===== src/rtl/crypto_engine_arbiter.sv =====
//============================================================================
// Module  : crypto_engine_arbiter
// Brief   : Round-robin ownership arbiter for the RSA/AES/SHA engines; each
//           engine tracks its owner's job from grant through interrupt to
//           release. Optional RUN watchdog: define CRYPTO_ARB_TIMEOUT_EN.
// Rev     : 1.0  initial release
//============================================================================
`default_nettype none

module crypto_engine_arbiter #(
    parameter  int NUM_REQ        = 4,
    parameter  int TIMEOUT_CYCLES = 65535,
    localparam int IDW            = $clog2(NUM_REQ)
) (
    input  logic                 hclk,
    input  logic                 hrst_b,
    input  logic [NUM_REQ-1:0]   req,
    input  logic [2*NUM_REQ-1:0] req_eng,
    input  logic [NUM_REQ-1:0]   start,
    input  logic [NUM_REQ-1:0]   rel,
    input  logic                 rsa_intr,
    input  logic                 aes_intr,
    input  logic                 sha_intr,
    output logic [NUM_REQ-1:0]   gnt,
    output logic [NUM_REQ-1:0]   done,
    output logic [NUM_REQ-1:0]   err,
    output logic [2:0]           eng_busy,
    output logic [IDW-1:0]       rsa_owner,
    output logic [IDW-1:0]       aes_owner,
    output logic [IDW-1:0]       sha_owner
);

    localparam logic [1:0] c_IDLE  = 2'd0;
    localparam logic [1:0] c_OWNED = 2'd1;
    localparam logic [1:0] c_RUN   = 2'd2;
    localparam logic [1:0] c_DONE  = 2'd3;

    localparam logic [NUM_REQ-1:0] c_ONE = {{(NUM_REQ-1){1'b0}}, 1'b1};

    logic [2:0]         w_intr;
    logic [NUM_REQ-1:0] w_gnt_e  [3];
    logic [NUM_REQ-1:0] w_done_e [3];
    logic [NUM_REQ-1:0] w_err_e  [3];
    logic [IDW-1:0]     w_owner_e[3];

    assign w_intr = {sha_intr, aes_intr, rsa_intr};

    for (genvar e = 0; e < 3; e++) begin : g_eng
        logic [1:0]         r_state;
        logic [IDW-1:0]     r_owner;
        logic [IDW-1:0]     r_ptr;
        logic               r_intr_q;
        logic [NUM_REQ-1:0] w_elig;
        logic               w_any;
        logic [IDW-1:0]     w_win;
        logic [IDW-1:0]     w_ptr_nxt;
        logic               w_start;
        logic               w_rel;
        logic               w_edge;

        // A requester that already owns any engine is not eligible again.
        always_comb begin
            w_elig = '0;
            w_any  = 1'b0;
            w_win  = '0;
            for (int i = 0; i < NUM_REQ; i++) begin
                w_elig[i] = req[i] && (req_eng[2*i +: 2] == 2'(e)) && !gnt[i];
            end
            // Scan downward so the closest index at/after the pointer wins last.
            for (int k = NUM_REQ - 1; k >= 0; k--) begin
                if (w_elig[(int'(r_ptr) + k) % NUM_REQ]) begin
                    w_any = 1'b1;
                    w_win = IDW'((int'(r_ptr) + k) % NUM_REQ);
                end
            end
        end

        assign w_ptr_nxt = (int'(w_win) == NUM_REQ - 1) ? '0 : w_win + 1'b1;
        assign w_start   = start[r_owner];
        assign w_rel     = rel[r_owner];
        assign w_edge    = w_intr[e] & ~r_intr_q;

`ifdef CRYPTO_ARB_TIMEOUT_EN
        localparam logic [15:0] c_TO_LAST = 16'(TIMEOUT_CYCLES - 1);
        logic [15:0] r_cnt;
        logic        r_err;

        always_ff @(posedge hclk or negedge hrst_b) begin
            if (!hrst_b) begin
                r_cnt <= '0;
                r_err <= 1'b0;
            end else if (r_state != c_IDLE && w_rel) begin
                r_cnt <= '0;
                r_err <= 1'b0;
            end else if (r_state == c_OWNED && w_start) begin
                r_cnt <= '0;
            end else if (r_state == c_RUN) begin
                r_cnt <= r_cnt + 16'd1;
                if (!w_edge && r_cnt == c_TO_LAST) begin
                    r_err <= 1'b1;
                end
            end
        end

        assign w_err_e[e] = r_err ? (c_ONE << r_owner) : '0;
`else
        assign w_err_e[e] = '0;
`endif

        always_ff @(posedge hclk or negedge hrst_b) begin
            if (!hrst_b) begin
                r_state  <= c_IDLE;
                r_owner  <= '0;
                r_ptr    <= '0;
                r_intr_q <= 1'b0;
            end else begin
                r_intr_q <= w_intr[e];
                case (r_state)
                    c_IDLE: begin
                        if (w_any) begin
                            r_state <= c_OWNED;
                            r_owner <= w_win;
                            r_ptr   <= w_ptr_nxt;
                        end
                    end
                    c_OWNED: begin
                        if (w_rel) begin
                            r_state <= c_IDLE;
                        end else if (w_start) begin
                            r_state <= c_RUN;
                        end
                    end
                    c_RUN: begin
                        if (w_rel) begin
                            r_state <= c_IDLE;
                        end else if (w_edge) begin
                            r_state <= c_DONE;
`ifdef CRYPTO_ARB_TIMEOUT_EN
                        end else if (r_cnt == c_TO_LAST) begin
                            r_state <= c_DONE;
`endif
                        end
                    end
                    c_DONE: begin
                        if (w_rel) begin
                            r_state <= c_IDLE;
                        end
                    end
                    default: r_state <= c_IDLE;
                endcase
            end
        end

        assign eng_busy[e]  = (r_state != c_IDLE);
        assign w_gnt_e[e]   = (r_state != c_IDLE) ? (c_ONE << r_owner) : '0;
        assign w_done_e[e]  = (r_state == c_DONE) ? (c_ONE << r_owner) : '0;
        assign w_owner_e[e] = (r_state != c_IDLE) ? r_owner : '0;
    end

    always_comb begin
        gnt  = w_gnt_e[0]  | w_gnt_e[1]  | w_gnt_e[2];
        done = w_done_e[0] | w_done_e[1] | w_done_e[2];
        err  = w_err_e[0]  | w_err_e[1]  | w_err_e[2];
    end

    assign rsa_owner = w_owner_e[0];
    assign aes_owner = w_owner_e[1];
    assign sha_owner = w_owner_e[2];

endmodule

`default_nettype wire

===== config.mk =====
export PLATFORM = sky130hd
export DESIGN_NAME = crypto_engine_arbiter
export DESIGN_NICKNAME = d
export VERILOG_FILES = /design/src/rtl/crypto_engine_arbiter.sv
export SDC_FILE = /design/constraint.sdc
export NUM_CORES = 1
export LEC_CHECK = 0
export BUFFER_PORTS_ARGS = -buffer_cell sky130_fd_sc_hd__clkbuf_2
export CAP_MARGIN = 20
export CORE_MARGIN = 5
export CORE_UTILIZATION = 45
export DETAILED_ROUTE_END_ITERATION = 16
export PLACE_DENSITY = 0.7
export SLEW_MARGIN = 0
export SYNTH_ARGS = -nofsm -noshare
export SYNTH_HDL_FRONTEND = slang
export SYNTH_SLANG_ARGS = --single-unit

===== constraint.sdc =====
create_clock -name hclk -period 5.16 [get_ports hclk]
set_input_delay 0.258 -clock hclk [delete_from_list [all_inputs] [get_ports hclk]]
set_output_delay 0.258 -clock hclk [all_outputs]
set_load 0.005 [all_outputs]

==> results by group <==
Setup path
  – CP Class: register to register
  – Worst R2R Setup Slack: between 2 and 3 ns
  – Worst path cell trace: o21ai_1 > o22ai_1 > or3_1 > nand3_1 > o21ai_2 > mux2_2
  – CP required: about 5.3 ns
  – RR Startpoint: g_eng[1].r_owner[0]
  – Worst path depth: 6
  – Setup crit end kind: register
  – CP max stage delay: 0.60 ns
  – FF-to-FF path depth: 6
  – Critical path launch point type: register
  – CP top delay family: compound AO/OA/AOI/OAI gates
  – CP Buf/Inv Count: 0
  – RR Endpoint: g_eng[1].r_owner[1]
  – Crit-path max FO: 11
  – Critical Path AT: ~2.4 ns
  – Slowest stage cell, crit path: dfrtp_1

GRT
  – Number of antenna violations at the first check in global routing: 0
  – Largest net degree at the start of global routing: 22
  – Vias in the first global route: between 1500 and 2000
  – Gr ovfl total: 0
  – First-pass GRT wire length: about 7300 µm
  – Total GRT Usage: 0.173

STA
  – Period utilisation layout: 0.434
  – Slew @ Worst Pin: between 0.5 and 0.6 ns
  – Fin crit period: 2.24 ns
  – Slew margin rel.: 0.612
  – Achievable Freq: ~450 MHz
  – Setup Skew: about 0.00094 ns
  – Max Transition Viols Final: 0
  – Endpoints failing setup: 0
  – Final Hold Fails: 0
  – Total negative setup slack: 0 ns
  – RSZ-0062 raised after global routing: no

Logic synthesis
  – Top FF cell, synth: dfrtp_1
  – Synth top area cells: dfrtp_1 (29%), mux4_2 (7.5%), inv_1 (3.9%), nor2_1 (3.9%), nand2_1 (2.9%)
  – Post-Synthesis Cell Area: roughly 1800 µm²
  – Avg Inst Size Synth: 8.78 µm²
  – Largest family of logic cells by synthesized area: simple AND/OR/NAND/NOR gates
  – Post-synthesis mux area share: 0.104
  – Syn. warnings: 0
  – Asr flop ratio synth: 1.00
  – Area leader, netlist: dfrtp_1
  – Adder-Cell Fraction of Synth Area: 0
  – Synth Area in Compound Gates: 0.245
  – XOR/XNOR Fraction of Synth Area: 0.0145
  – EDFF count, synth: 0
  – Commonest cells post-synth: dfrtp_1 (21), inv_1 (19), nor2_1 (19)
  – Post-synth cell types: 59
  – Register area share after synthesis: 0.291
  – Syn Inst Count: approximately 210
  – Cell with the most instances after synthesis: dfrtp_1
  – Area share of the largest cell type after synthesis: 0.291
  – Simple-gate share of the synthesized area: 0.253
  – Flops & latches, synth: 21

CTS
  – CTS clk-pin slew, worst paths: roughly 0.08 ns
  – CTS tree: yes
  – Root buf cell: clkbuf_8
  – # clock sinks: 21
  – Clock buffer depth: 2
  – H-tree Lvls: 1
  – Num CTS Buffers: 3
  – Number of post-CTS setup repair buffers: 0
  – Clk_lat worst skew: approximately 0.26 ns

Run
  – Max Cap Violations: 0

Cells and area
  – Fin util: 0.521
  – Final #Nets: 267
  – Ant diodes: 0
  – Final Non-Filler Cells: slightly below 300
  – Area delta synth->final: 13.6%
  – Layout cells sized above 1: 0.324
  – Fill count: about 380

Hold path
  – Hold EP: g_eng[2].r_intr_q
  – Hold Path Stages: 1
  – Hold_sp: sha_intr
  – Worst min path class: input pin to register

Floorplan
  – Die Wd: around 73 µm
  – Total die area: 5390 µm²
  – Initial Util: 0.459
  – Core Box Area: 3940 µm²
  – Number of cell rows: 23
  – Boundary Pins: between 40 and 50
  – Die H: 73.4 µm

Place
  – Post-DP HPWL: between 3000 and 4000 µm
  – Cell count after placement: ~290
  – Final Wtd Congestion: approximately 0.93
  – PortBufs: about 40

Drt
  – Initial DRC count: 93
  – Via density per instance: approximately 5.7
  – Routed WL per cell: 15.4 µm
  – Post-DRT Antenna Nets: 0
  – Drt first pass iters: 4
  – DRC viols: 0
  – Post-Route WL: between 4000 and 5000 µm
  – Via count: 1649

Power
  – Peak supply drop: 0.000284 V
  – Pwr Density: a little under 500 nW/µm²
  – Leak: between 0.001 and 0.0015 µW

Status
  – Status: complete, no violations
-- layer usage --
metal | up-vias | part of all wire | GRT usage | wire length (µm)
met5 | - | 0 | 0 | 0
met4 | 0 | 0.0058 | 0.0362 | 26
met3 | 4 | 0.059 | 0.0383 | 264
met2 | 54 | 0.52 | 0.289 | 2330
met1 | 781 | 0.41 | 0.229 | 1850
li1 | 810 | - | - | -
-- how the worst max path moves through the flow --
stage | startpoint | endpoint | slack, ns
after detailed placement | g_eng[1].r_owner[0] | g_eng[0].r_owner[1] | 2.94
after global placement | g_eng[1].r_owner[0] | g_eng[0].r_owner[1] | 2.96
final | g_eng[1].r_owner[0] | g_eng[1].r_owner[1] | 2.92
after CTS | g_eng[1].r_owner[0] | g_eng[0].r_owner[1] | 2.93
after global routing | g_eng[2].r_owner[0] | g_eng[2].r_ptr[1] | 2.75
after floorplan | g_eng[2].r_owner[0] | g_eng[0].r_owner[1] | 3.21
-- cell families after synthesis --
| logic type | Yosys count |
|---|---|
| AOI/OAI and AO/OA | 57 |
| xor gates and xnor gates | 3 |
| buffers and inverters | 33 |
| DFF | 21 |
| muxes | 11 |
| other | 1 |
| and+or+nand+nor | 80 |
-- layout make-up --
| type | count | area, µm² | share of cell area |
|---|---|---|---|
| sequential | 21 | 526 | 0.256 |
| inverter | 19 | 71.3 | 0.0347 |
| tap | 50 | 62.6 | 0.0305 |
| clock buffer | 3 | 41.3 | 0.0201 |
| timing repair buffer | 42 | 215 | 0.105 |
| multi-input combinational | 155 | 1130 | 0.551 |
| clock inverter | 1 | 7.51 | 0.00365 |
-- flip-flops by register name (all words and copies together) (netlist names) --
name	flops
g_eng.r_owner	6
g_eng.r_ptr	6
g_eng.r_intr_q	3
g_eng.r_state	6
-- power by group --
part	leakage (µW)	internal [µW]	switching (µW)
Clock	0.0000217	54.6	57.1
Sequential	0.000261	224	143
Combinational	0.000724	237	273
-- timing repair --
action                    4_1_cts  5_1_grt
hold endpoints to repair       21        0
hold buffers                    1        0
resized for setup               0        0
-- cells in the final DEF, fill, tap and decap left out, types with 3 or more instances in the layout --
master    instances
o21ai_1           7
conb_1            4
clkbuf_8          3
nand3_1           5
dfrtp_1          21
nand3b_1          3
nor3_1           10
o21ai_0          10
a21oi_1           9
o211ai_1          3
mux4_2            6
clkbuf_2         41
nand2_1          14
inv_1            19
nor2_1           19
a21o_1            5
or3_1             5
or2_2             3
o211a_1           3
-- metrics by stage --
| stage | total power, µW | hold WS, ns | setup slack (ns) | cell area [µm²] |
|---|---|---|---|---|
| global placement | 868 | 0.266 | 2.96 | 2000 |
| finish | 988 | 0.112 | 2.92 | 2050 |
| floorplan | 737 | -0.0376 | 3.21 | 1820 |
| CTS | 991 | 0.104 | 2.93 | 2050 |
| detailed placement | 874 | 0.275 | 2.94 | 2000 |
| global route | 1070 | 0.0976 | 2.75 | 2050 |
Power figures use the tool's default switching activity.
